[config.mk]
export PLATFORM = sky130hd
export DESIGN_NAME = muldiv_seq
export DESIGN_NICKNAME = d
export VERILOG_FILES = /design/src/rtl/muldiv_pkg.sv /design/src/rtl/muldiv_step.sv /design/src/rtl/muldiv_seq.sv
export SDC_FILE = /design/constraint.sdc
export NUM_CORES = 1
export LEC_CHECK = 0
export BUFFER_PORTS_ARGS = -buffer_cell sky130_fd_sc_hd__buf_4
export CAP_MARGIN = 5
export CORE_ASPECT_RATIO = 1.75
export CORE_MARGIN = 1.5
export CORE_UTILIZATION = 55
export DETAILED_ROUTE_END_ITERATION = 8
export PLACE_DENSITY_LB_ADDON = 0.12
export SYNTH_ARGS = -nofsm -noshare
export SYNTH_HDL_FRONTEND = slang
export SYNTH_SLANG_ARGS = --single-unit
[constraint.sdc]
create_clock -name clk -period 3.2 [get_ports clk]
set_clock_uncertainty 0.1 [all_clocks]
set_input_delay 0.96 -clock clk [delete_from_list [all_inputs] [get_ports clk]]
set_output_delay 0.96 -clock clk [all_outputs]
set_load 0.02 [all_outputs]
[src/rtl/muldiv_pkg.sv]
// muldiv_pkg: operation encodings, FSM states and default width
// shared by the iterative multiply/divide unit.
package muldiv_pkg;

  localparam int DEF_WIDTH = 32;

  typedef enum logic [1:0] {
    OP_MULT  = 2'b00,
    OP_MULTU = 2'b01,
    OP_DIV   = 2'b10,
    OP_DIVU  = 2'b11
  } op_e;

  typedef enum logic [1:0] {
    IDLE = 2'b00,
    RUN  = 2'b01,
    FIX  = 2'b10
  } state_e;

endpackage

[src/rtl/muldiv_step.sv]
// muldiv_step: one shift-add multiply or restoring-divide iteration
// on the shared {upper, lower} accumulator.
module muldiv_step
  import muldiv_pkg::*;
#(
  parameter int WIDTH = DEF_WIDTH
) (
  input  logic             isDiv,
  input  logic [2*WIDTH:0] accIn,
  input  logic [WIDTH:0]   opnd,
  output logic [2*WIDTH:0] accOut
);

  logic [WIDTH:0] upper;
  logic [WIDTH:0] sum;
  logic [WIDTH:0] remSh;
  logic [WIDTH:0] trial;
  logic           fits;

  // Upper half is W+1 bits so the add carry and the
  // shifted remainder never lose their top bit.
  always_comb begin
    upper = accIn[2*WIDTH:WIDTH];
    sum   = accIn[0] ? upper + opnd : upper;
    remSh = {accIn[2*WIDTH-1:WIDTH],
             accIn[WIDTH-1]};
    trial = remSh - opnd;
    fits  = remSh >= opnd;
    if (isDiv) begin
      if (fits)
        accOut = {trial,
                  accIn[WIDTH-2:0], 1'b1};
      else
        accOut = {remSh,
                  accIn[WIDTH-2:0], 1'b0};
    end else begin
      accOut = {1'b0, sum, accIn[WIDTH-1:1]};
    end
  end

endmodule

[src/rtl/muldiv_seq.sv]
// muldiv_seq: shared iterative MULT/MULTU/DIV/DIVU engine for HI/LO.
// Define MULDIV_EARLY_OUT_EN to end multiplies once the multiplier is exhausted.
module muldiv_seq
  import muldiv_pkg::*;
#(
  parameter int  WIDTH = DEF_WIDTH,
  localparam int CNT_W = $clog2(WIDTH + 1)
) (
  input  logic             clk,
  input  logic             reset,
  input  logic             start,
  input  logic [1:0]       op,
  input  logic [WIDTH-1:0] a,
  input  logic [WIDTH-1:0] b,
  output logic             busy,
  output logic             done,
  output logic [WIDTH-1:0] hi,
  output logic [WIDTH-1:0] lo,
  output logic             div_zero
);

  localparam int W = WIDTH;

  state_e         state;
  logic [CNT_W-1:0] cnt;
  logic [2*W:0]   acc;
  logic [2*W:0]   stepAcc;
  logic [W:0]     opnd;
  logic           isDiv;
  logic           xNeg;
  logic           rNeg;
  logic           dzPend;

  logic           isDivIn;
  logic           isSgnIn;
  logic           aNeg;
  logic           bNeg;
  logic [W:0]     magA;
  logic [W:0]     magB;

  logic [2*W-1:0] prod;
  logic [W-1:0]   hiRes;
  logic [W-1:0]   loRes;

  always_comb begin
    isDivIn = 1'b0;
    isSgnIn = 1'b0;
    unique case (op_e'(op))
      OP_MULT:  isSgnIn = 1'b1;
      OP_MULTU: isSgnIn = 1'b0;
      OP_DIV: begin
        isDivIn = 1'b1;
        isSgnIn = 1'b1;
      end
      OP_DIVU:  isDivIn = 1'b1;
    endcase
  end

  // W+1-bit magnitudes keep |most-negative| exact.
  assign aNeg = isSgnIn & a[W-1];
  assign bNeg = isSgnIn & b[W-1];
  assign magA = aNeg ? {(W+1){1'b0}} - {a[W-1], a}
                     : {1'b0, a};
  assign magB = bNeg ? {(W+1){1'b0}} - {b[W-1], b}
                     : {1'b0, b};

  muldiv_step #(
    .WIDTH (W)
  ) uStep (
    .isDiv  (isDiv),
    .accIn  (acc),
    .opnd   (opnd),
    .accOut (stepAcc)
  );

`ifdef MULDIV_EARLY_OUT_EN
  logic [CNT_W-1:0] remCnt;
  logic [W-1:0]     remMask;
  logic             earlyOut;

  assign remCnt   = cnt - CNT_W'(1);
  assign remMask  = (W'(1) << remCnt) - W'(1);
  assign earlyOut = !isDiv && (remCnt != '0) &&
                    ((stepAcc[W-1:0] & remMask) == '0);
`endif

  // Remainder follows the dividend sign, so divide truncates to zero.
  always_comb begin
    prod  = xNeg ? -acc[2*W-1:0] : acc[2*W-1:0];
    hiRes = prod[2*W-1:W];
    loRes = prod[W-1:0];
    if (isDiv) begin
      hiRes = rNeg ? -acc[2*W-1:W] : acc[2*W-1:W];
      loRes = xNeg ? -acc[W-1:0] : acc[W-1:0];
    end
  end

  always_ff @(posedge clk) begin
    if (reset) begin
      state    <= IDLE;
      cnt      <= '0;
      acc      <= '0;
      opnd     <= '0;
      isDiv    <= 1'b0;
      xNeg     <= 1'b0;
      rNeg     <= 1'b0;
      dzPend   <= 1'b0;
      busy     <= 1'b0;
      done     <= 1'b0;
      hi       <= '0;
      lo       <= '0;
      div_zero <= 1'b0;
    end else begin
      done   <= 1'b0;
      dzPend <= 1'b0;
      unique case (state)
        IDLE: begin
          if (dzPend) done <= 1'b1;
          if (start) begin
            div_zero <= 1'b0;
            if (isDivIn && b == '0) begin
              div_zero <= 1'b1;
              dzPend   <= 1'b1;
            end else begin
              isDiv <= isDivIn;
              xNeg  <= aNeg ^ bNeg;
              rNeg  <= aNeg;
              acc   <= {{(W+1){1'b0}},
                        isDivIn ? magA[W-1:0]
                                : magB[W-1:0]};
              opnd  <= isDivIn ? magB : magA;
              cnt   <= CNT_W'(W);
              busy  <= 1'b1;
              state <= RUN;
            end
          end
        end
        RUN: begin
          acc <= stepAcc;
          cnt <= cnt - CNT_W'(1);
`ifdef MULDIV_EARLY_OUT_EN
          if (earlyOut) begin
            acc   <= stepAcc >> remCnt;
            cnt   <= '0;
            state <= FIX;
          end else
`endif
          if (cnt == CNT_W'(1)) state <= FIX;
        end
        FIX: begin
          hi    <= hiRes;
          lo    <= loRes;
          busy  <= 1'b0;
          done  <= 1'b1;
          state <= IDLE;
        end
        default: state <= IDLE;
      endcase
    end
  end

endmodule
==> impl_metrics.yaml, run 1 <==
yosys:
  synth_cells: 2002
  syn-num-nets: 2144
  ys_seq_area_frac: 0.2395
  synth_top_area_frac: 0.2395
  synth_ff_type: "dfxtp_1"
  syn_area_per_cell_sq_um: 7.390
  synth-seq-cells: 177
  synth.area.top_cells: "dfxtp_1 24%, a21oi_1 7.0%, ha_1 6.0%, nor2_1 5.9%, xor2_1 5.6%"
  async_flop_share: 0
  synth_edf_count: 0
  yosys_warnings: 0
  synth_common_cells: "233 x nor2_1, 207 x a21oi_1, 199 x nand2_1"
  synth_top_cell_by_area: "dfxtp_1"
  ys_types: 90
  yosysMostFrequentCell: "nor2_1"
  syn_area_sq_um: 14790
critical_path:
  critical_path_arrival_ns: 3.41
  cp_common_cell: "buf_4"
  worstSetupPathType: "flip-flop to flip-flop"
  critPathMaxStageDelay_ns: 0.32
  cp_data_required_time_ns: 3.47
  crit_chain: "buf_4, ha_1, buf_4, nand3_1, nor2_1, o31ai_1, buf_4, o21ai_0, a21oi_1, buf_4, o21a_1, o31a_1, mux2_2, a211oi_1"
  crit_path_start_kind: "flip-flop"
  critPathSlowestCell: "dfxtp_1"
  critPathMaxFanout: 7
  end_kind: "flip-flop"
floorplanning:
  core_sq_um: 26490
  io_pins: 136
  num_rows: 79
  start_util: 0.5585
  die_w_um: 127.0
  die_area_sq_um: 27930
  die_y_um: 220.0
drt:
  drc: 0
  num_vias: 16789
  drtIter0Drc: 1262
  drtPass1Iterations: 6
  wirelength_um: 56920
  viasPerCell: 6.246
  drt-wirelength-per-cell_um: 21.17
  drtAntennaViolNets: 0
final_layout:
  fill_cells: 2261
  area_delta_synth_final_pct: 29.06
  drive_gt1_frac: 0.2525
  final_cell_area_sq_um: 19090
  finalNetCount: 2494
  diodes: 0
  stdcell_count: 2688
  final_core_util: 0.7208
placed_design:
  gp_congestion: 1.014
  place_area_sq_um: 18250
  dp_cells: 2652
  io_buffers: 135
  hpwl_um: 44560
clock_network:
  numCtsBuffers: 17
  cts_tree: "done"
  h-tree-depth: 4
  clk_path_buf_depth: 2
  clock_latency_ns: 0.46
  clock-root-buffer: "clkbuf_16"
  clk_pin_slew_ns: 0.08
  cts_sinks: 177
hold_path:
  hp-class: "flip-flop to flip-flop"
timing:
  finalCritPeriodShare: 0.9825
  hold_viol: 0
  slew_viol_final: 0
  worstMarginPinSlew_ns: 0.6307
  slew_headroom: 0.5795
  rsz0062_at_grt: "true"
  fmax_mhz: 318.1
  holdWs_ns: 0.3549
  tns_ns: 0
  min_period_ns: 3.144
  setup_viol: 0
pwr:
  cellLeakagePower_uw: 0.008268
  ir_drop_mv: 0.4447
  pwr_density_cell_nw_per_um2: 398.9
grt:
  grt-ovfl-total: 0
  grt_pass1_wl_um: 85970
  grt_pass1_vias: 16256
  antenna_found_initial: 0
  grt_util_all_layers: 0.4000
  grt_max_degree: 116
status:
  status: "completed"
run:
  maxCapViolations: 0
## per-layer routing
layer,vias to the layer above,GRT usage,share of wire
li1,7925,-,-
met4,0,0.3534,0.099
met1,7852,0.4024,0.34
met5,-,0,0
met2,753,0.7181,0.50
met3,259,0.05244,0.057
## report_power, final
group	switching (uW)	internal [uW]	total (uW)
Combinational	1740	1310	3050
Sequential	147	2330	2470
Clock	1040	1050	2100
Total	2930	4690	7620
## final cells by class
cell class | instances | area (sq um) | share of cell area
inverters | 67 | 251.5 | 0.01317
clock inverters | 13 | 138.9 | 0.007274
well taps | 324 | 405.4 | 0.02123
multi-input cells | 1620 | 10670 | 0.5589
clock buffers | 18 | 439.2 | 0.02300
repair buffers | 469 | 3632 | 0.1902
flip-flops and latches | 177 | 3555 | 0.1862
## registers in the layout, indices dropped and copies added (netlist names), 2 cells and up
signal and count:
acc 65, opnd 33, hi 32, lo 32, cnt 6, state 2
## worst max-delay path, delay by kind of cell, from the launching register on
kind,cells,cell delay [ns]
AO/OA/AOI/OAI,6,1.19
buffers and inverters,4,0.63
flip-flops,1,0.32
adder cells (fa/ha/maj),1,0.30
multiplexers,1,0.28
AND/OR/NAND/NOR,2,0.23
## path summary, 6_finish.rpt
path	endpoint	slack [ns]	startpoint	cells after the start
min	hi[5]	0.35	hi[5]	2
max reg2reg	acc[56]	0.06	acc[35]	14
min reg2reg	hi[5]	0.35	hi[5]	2
max	acc[56]	0.06	acc[35]	14
## placed cells by master, fill, tap and decap left out, types with 16 or more instances in the layout
cell / netlist / layout
inv_1: 66 / 65
clkbuf_16: 0 / 17
xor2_1: 95 / 95
nand3_1: 26 / 26
dfxtp_1: 177 / 170
nand2_1: 199 / 199
a211oi_1: 87 / 84
a21oi_1: 207 / 191
nand2b_1: 20 / 20
nor2b_1: 21 / 20
ha_1: 71 / 65
or3_1: 16 / 16
a31oi_1: 24 / 23
buf_4: 3 / 458
nor2_1: 233 / 231
mux2i_1: 51 / 51
o211ai_1: 37 / 37
nor3_1: 50 / 47
o31ai_1: 20 / 20
a21o_1: 32 / 32
xnor2_1: 78 / 78
and3_1: 16 / 16
o21ai_0: 121 / 113
## repair_timing
action                     4_1_cts  5_1_grt
setup buffers                    0        5
pin swaps                        3       13
gates resized for setup         10       52
cloned                           0        0
hold buffers                     0        0
setup endpoints to repair       27       33
## through the flow
stage                     power [uW]  setup slack, ns
after floorplan                 4123           0.1759
after global placement          5318          -0.2713
after detailed placement        5357          -0.3450
after CTS                       7449         -0.02052
after global routing            7919          -0.1535
final                           7617          0.05605
## logic make-up (layout without fill, tap and decap cells)
kind of cell | Yosys count | after routing | synth area share
mux | 58 | 58 | 0.03983
compound gates | 647 | 647 | 0.2818
buf+inv | 205 | 567 | 0.05582
flops | 177 | 177 | 0.2395
simple gates | 669 | 669 | 0.2179
xor+xnor | 173 | 173 | 0.1024
fa+ha+maj | 73 | 73 | 0.06275
(Power assumes the default switching activity.)
==> run 2, diff against run 1 <==
--- a/config.mk
+++ b/config.mk
@@ -7,9 +7,11 @@
 export LEC_CHECK = 0
 export BUFFER_PORTS_ARGS = -buffer_cell sky130_fd_sc_hd__buf_4
 export CAP_MARGIN = 5
+export CELL_PAD_IN_SITES_DETAIL_PLACEMENT = 1
+export CELL_PAD_IN_SITES_GLOBAL_PLACEMENT = 2
 export CORE_ASPECT_RATIO = 1.75
 export CORE_MARGIN = 1.5
-export CORE_UTILIZATION = 55
+export CORE_UTILIZATION = 35
 export DETAILED_ROUTE_END_ITERATION = 8
 export PLACE_DENSITY_LB_ADDON = 0.12
 export SYNTH_ARGS = -nofsm -noshare
==> impl_metrics.yaml, run 2 (same netlist as run 1, synthesis figures left out) <==
status:
  status: "completed"
final_layout:
  area_delta_synth_final_pct: 35.50
  final_common_cell: "buf_4"
  mostFrequentLayoutCells: "493 x buf_4, 230 x nor2_1, 197 x nand2_1"
  top_regs: "acc: 65 flops, opnd: 33 flops"
  stdcell_count: 2958
  finalNetCount: 2532
  drive_gt1_frac: 0.2830
  top_register: "acc"
  final_cell_area_sq_um: 20050
  largest_reg_flops: 65
  diodes: 0
run:
  maxCapViolations: 0
drt:
  wirelength_um: 68000
  dr_wl_met2_um: 37180
  highest_layer: "met4"
  wl_met1_um: 24410
  drtAntennaViolNets: 0
  drc: 0
  num_vias: 16568
  wl_met3_um: 1493
  viasPerCell: 5.601
  drtPass1Iterations: 5
  drtIter0Drc: 753
  drt-wirelength-per-cell_um: 22.99
placed_design:
  io_buffers: 135
  place_area_sq_um: 18750
  hpwl_um: 54490
  dp_cells: 2910
  gp_congestion: 0.9616
critical_path:
  worstSetupPathType: "flip-flop to flip-flop"
  crit_chain: "inv_1, ha_4, nand2_2, a211oi_4, buf_4, o21ai_1, buf_4, a2111oi_4, buf_4, o31ai_4, or4b_4, a32oi_2, a211oi_2"
  crit_path_start_kind: "flip-flop"
  critPathSlowestCell: "or4b_4"
  critPathMaxFanout: 4
  r2r_start: "opnd[3]"
  worstReg2RegEnd: "acc[56]"
  cp_common_cell: "buf_4"
  end_kind: "flip-flop"
  cp_data_required_time_ns: 3.41
  r2r_slack_ns: 0.03
  critPathMaxStageDelay_ns: 0.61
  r2r_cells: 13
  critical_path_arrival_ns: 3.38
grt:
  grt_util_all_layers: 0.3108
  grt-ovfl-total: 0
  grt_max_degree: 86
  antenna_found_initial: 0
  grt_pass1_wl_um: 101400
  grt_pass1_vias: 17555
clock_network:
  cts_sinks: 177
  h-tree-depth: 4
  clock_latency_ns: 0.48
  clk_pin_slew_ns: 0.08
  cts_tree: "done"
  clk_path_buf_depth: 2
  clock-root-buffer: "clkbuf_16"
  hold_buffers: 0
  numCtsBuffers: 17
floorplanning:
  core_sq_um: 41740
  start_util: 0.3544
  num_rows: 99
  die_w_um: 158.4
  die_y_um: 275.0
  io_pins: 136
  die_area_sq_um: 43560
hold_path:
  hold_depth: 2
  hp-class: "flip-flop to flip-flop"
  hold_path_startpoint: "hi[23]"
  hold-path-endpoint: "hi[23]"
pwr:
  pwr_density_cell_nw_per_um2: 404.3
  ir_drop_mv: 0.4376
  cellLeakagePower_uw: 0.008586
timing:
  slew_viol_final: 0
  setup_viol: 0
  holdWs_ns: 0.3609
  hold_viol: 0
  min_period_ns: 3.173
  fmax_mhz: 315.2
  rsz0062_at_grt: "true"
  worstMarginPinSlew_ns: 0.9788
  slew_headroom: 0.3474
  finalCritPeriodShare: 0.9915
==> run 2: final cells by class <==
cell class / instances / area [sq um]
multi-input cells: 1620 / 10890
well taps: 555 / 694.4
repair buffers: 507 / 3974
clock inverters: 15 / 222.7
clock buffers: 17 / 425.4
inverters: 67 / 254.0
fillers: 5209 / 21700
flip-flops and latches: 177 / 3586
==> run 2: how the worst max path moves through the flow <==
| stage | start | cells past startpoint | slack, ns | endpoint |
|---|---|---|---|---|
| after floorplan | b[23] | 8 | 0.18 | acc[29] |
| after global routing | acc[35] | 14 | -0.12 | acc[51] |
| after CTS | opnd[1] | 13 | 0.001 | acc[56] |
| final | opnd[3] | 13 | 0.03 | acc[56] |
| after detailed placement | b[5] | 13 | -0.58 | acc[22] |
| after global placement | a[3] | 11 | -0.53 | acc[31] |
==> run 2: power by group <==
group / switching (uW) / leakage (uW) / total, uW / internal (uW)
registers: 150 / 0.00145 / 2480 / 2330
logic: 1860 / 0.00682 / 3270 / 1400
clock network: 1250 / 0.000312 / 2360 / 1110
==> run 2: repair_timing <==
| action | 4_1_cts | 5_1_grt |
|---|---|---|
| resized for setup | 24 | 93 |
| buffers inserted | 1 | 13 |
| endpoints found under the setup margin | 20 | 35 |
| cloned | 0 | 2 |
| pin swaps | 3 | 29 |
==> run 2: stage by stage <==
step	setup TNS, ns	util	worst slack [ns]	total power (uW)
finish	0	0.4802	0.02726	8105
global route	-1.014	0.4802	-0.1169	8490
CTS	0	0.4668	0.001235	7971
detailed placement	-26.01	0.4492	-0.5773	5544
global placement	-24.95	0.4492	-0.5343	5494
floorplan	0	-	0.1759	4123
==> run 2: critical path, delay by kind of cell, from the launching register on <==
family | cells | cell delay (ns)
flip-flops | 1 | 0.38
AND/OR/NAND/NOR | 2 | 0.69
adder cells (fa/ha/maj) | 1 | 0.27
AO/OA/AOI/OAI | 6 | 0.96
buffers and inverters | 4 | 0.60
==> run 2: routing by layer <==
layer  track usage  up-vias
met2        0.6045      303
li1              -     7966
met1        0.3052     8142
met4        0.1992        0
met5             0        -
met3       0.03198      157
==> run 3, diff against run 2 <==
--- a/config.mk
+++ b/config.mk
@@ -14,6 +14,7 @@
 export CORE_UTILIZATION = 35
 export DETAILED_ROUTE_END_ITERATION = 8
 export PLACE_DENSITY_LB_ADDON = 0.12
+export SETUP_SLACK_MARGIN = 0.3
 export SYNTH_ARGS = -nofsm -noshare
 export SYNTH_HDL_FRONTEND = slang
 export SYNTH_SLANG_ARGS = --single-unit
==> impl_metrics.yaml, run 3 (same netlist as run 1, synthesis figures left out) <==
status:
  status: "completed"
grt:
  grt_max_degree: 60
  antenna_found_initial: 0
  grt_pass1_vias: 17544
  grt_util_all_layers: 0.3124
  grt-ovfl-total: 0
  grt_pass1_wl_um: 102000
floorplanning:
  die_y_um: 275.0
  num_rows: 99
  core_sq_um: 41740
  start_util: 0.3544
  io_pins: 136
  die_w_um: 158.4
  die_area_sq_um: 43560
final_layout:
  fill_cells: 5111
  finalNetCount: 2559
  top_register: "acc"
  largest_reg_flops: 65
  diodes: 0
  mostFrequentLayoutCells: "471 x buf_4, 220 x nor2_1, 183 x nand2_1"
  top_regs: "acc: 65 flops, opnd: 33 flops"
  multi_input_area_sq_um: 12110
  final_core_util: 0.5228
  final_common_cell: "buf_4"
  drive_gt1_frac: 0.3654
  area_delta_synth_final_pct: 47.51
  seq_area_sq_um: 3607
critical_path:
  critPathMaxStageDelay_ns: 0.39
  end_kind: "flip-flop"
  crit_family: "simple AND/OR/NAND/NOR gates"
  worst-path-buf-inv: 2
  crit_path_start_kind: "input pin"
  crit_chain: "buf_4, or3_4, or3_4, nand4bb_4, buf_4, nor4b_4, o21ai_2, or2_1, a21oi_2, o21ai_1, a21oi_1"
  cp_data_required_time_ns: 3.49
  worstSetupPathType: "input pin to flip-flop"
  critical_path_arrival_ns: 3.33
  critPathSlowestCell: "or3_4"
  critPathMaxFanout: 3
pwr:
  ir_drop_mv: 0.4227
  p_clk_frac: 0.270
  p_seq_frac: 0.294
  power_frac_comb: 0.436
  cellLeakagePower_uw: 0.009072
  netSwitchingFraction: 0.4052
  p_switching_uw: 3450
  pwr_density_cell_nw_per_um2: 390.1
  intPower_uw: 5063
clock_network:
  cts_tree: "done"
  numCtsBuffers: 17
  clock-root-buffer: "clkbuf_16"
  h-tree-depth: 4
  cts_sinks: 177
  clock_latency_ns: 0.48
  clk_path_buf_depth: 2
  clk_pin_slew_ns: 0.08
timing:
  holdWs_ns: 0.3564
  worstMarginPinSlew_ns: 0.7453
  fmax_mhz: 328.9
  rsz0062_at_grt: "true"
  finalCritPeriodShare: 0.9501
  setup_viol: 0
  tns_ns: 0
  min_period_ns: 3.040
  slew_headroom: 0.5031
  slew_viol_final: 0
  hold_viol: 0
drt:
  drt-wirelength-per-cell_um: 23.97
  wirelength_um: 71550
  drc: 0
  viasPerCell: 5.715
  drtPass1Iterations: 4
  drtIter0Drc: 621
  num_vias: 17059
  drtAntennaViolNets: 0
placed_design:
  io_buffers: 135
  hpwl_um: 54020
  gp_congestion: 0.9427
run:
  maxCapViolations: 0
hold_path:
  hp-class: "flip-flop to flip-flop"
==> run 3: cell types whose count changed in the layout (fill, tap and decap cells not counted), moves of 22 or more <==
| cell | previous run | this run |
|---|---|---|
| buf_4 | 493 | 471 |
| ha_4 | 7 | 33 |
| buf_6 | 2 | 31 |
| o21ai_0 | 112 | 86 |
| ha_1 | 59 | 32 |
| a21oi_1 | 195 | 173 |
==> run 3: worst register-to-register path, stage by stage (launching register included) <==
cell,delay (ns)
dfxtp_1,0.39
inv_1,0.16
ha_4,0.34
buf_4,0.12
nand4_1,0.24
nor3_2,0.26
nand3_4,0.13
nand3_4,0.12
a211oi_2,0.07
buf_4,0.17
o41a_1,0.33
a31oi_2,0.23
nor2_1,0.07
o31ai_1,0.21
==> run 3: area by class of cell <==
type | instances | share of cell area
Timing Repair Buffer | 533 | 0.2074
Sequential cell | 177 | 0.1653
Inverter | 67 | 0.01152
Clock inverter | 15 | 0.009575
Multi-Input combinational cell | 1621 | 0.5549
Clock buffer | 17 | 0.01949
Tap cell | 555 | 0.03182
==> run 3: layer usage <==
layer,GRT usage,vias to the layer above,wire [um]
li1,-,8042,-
met1,0.3032,8461,25150
met2,0.6125,372,39060
met3,0.02394,184,1664
met4,0.2113,0,5679
met5,0,-,0
==> run 3: final timing paths <==
check             startpoint  endpoint  slack, ns  cells after the start
setup / recovery       a[11]   acc[31]       0.16                     11
hold / removal         hi[5]     hi[5]       0.36                      2
setup reg to reg    opnd[10]   acc[62]       0.19                     13
hold reg to reg        hi[5]     hi[5]       0.36                      2
==> run 3: power by group through the flow <==
stage,sequential [uW],clock [uW],combinational [uW]
finish,2500,2300,3710
global route,2510,2420,3950
detailed placement,2530,0,2950
floorplan,2480,0,1650
CTS,2480,2350,3200
global placement,2520,0,2890
==> run 3: what timing repair did <==
item	CTS	global route
gates resized for setup	130	288
pin swaps	36	117
gates cloned	1	15
setup buffers	27	34
setup endpoints to repair	62	105
hold buffers	0	0
==> run 3: metrics by stage <==
step | std cells | total power, uW | cell area [sq um] | setup slack, ns
final | 2985 | 8513 | 21820 | 0.1598
after global routing | 2985 | 8880 | 21820 | 0.1004
after global placement | 2876 | 5414 | 18550 | -0.5532
after detailed placement | 2876 | 5472 | 18550 | -0.5779
after floorplan | 2002 | 4130 | 14850 | 0.2773
after CTS | 2936 | 8024 | 19970 | 0.1084
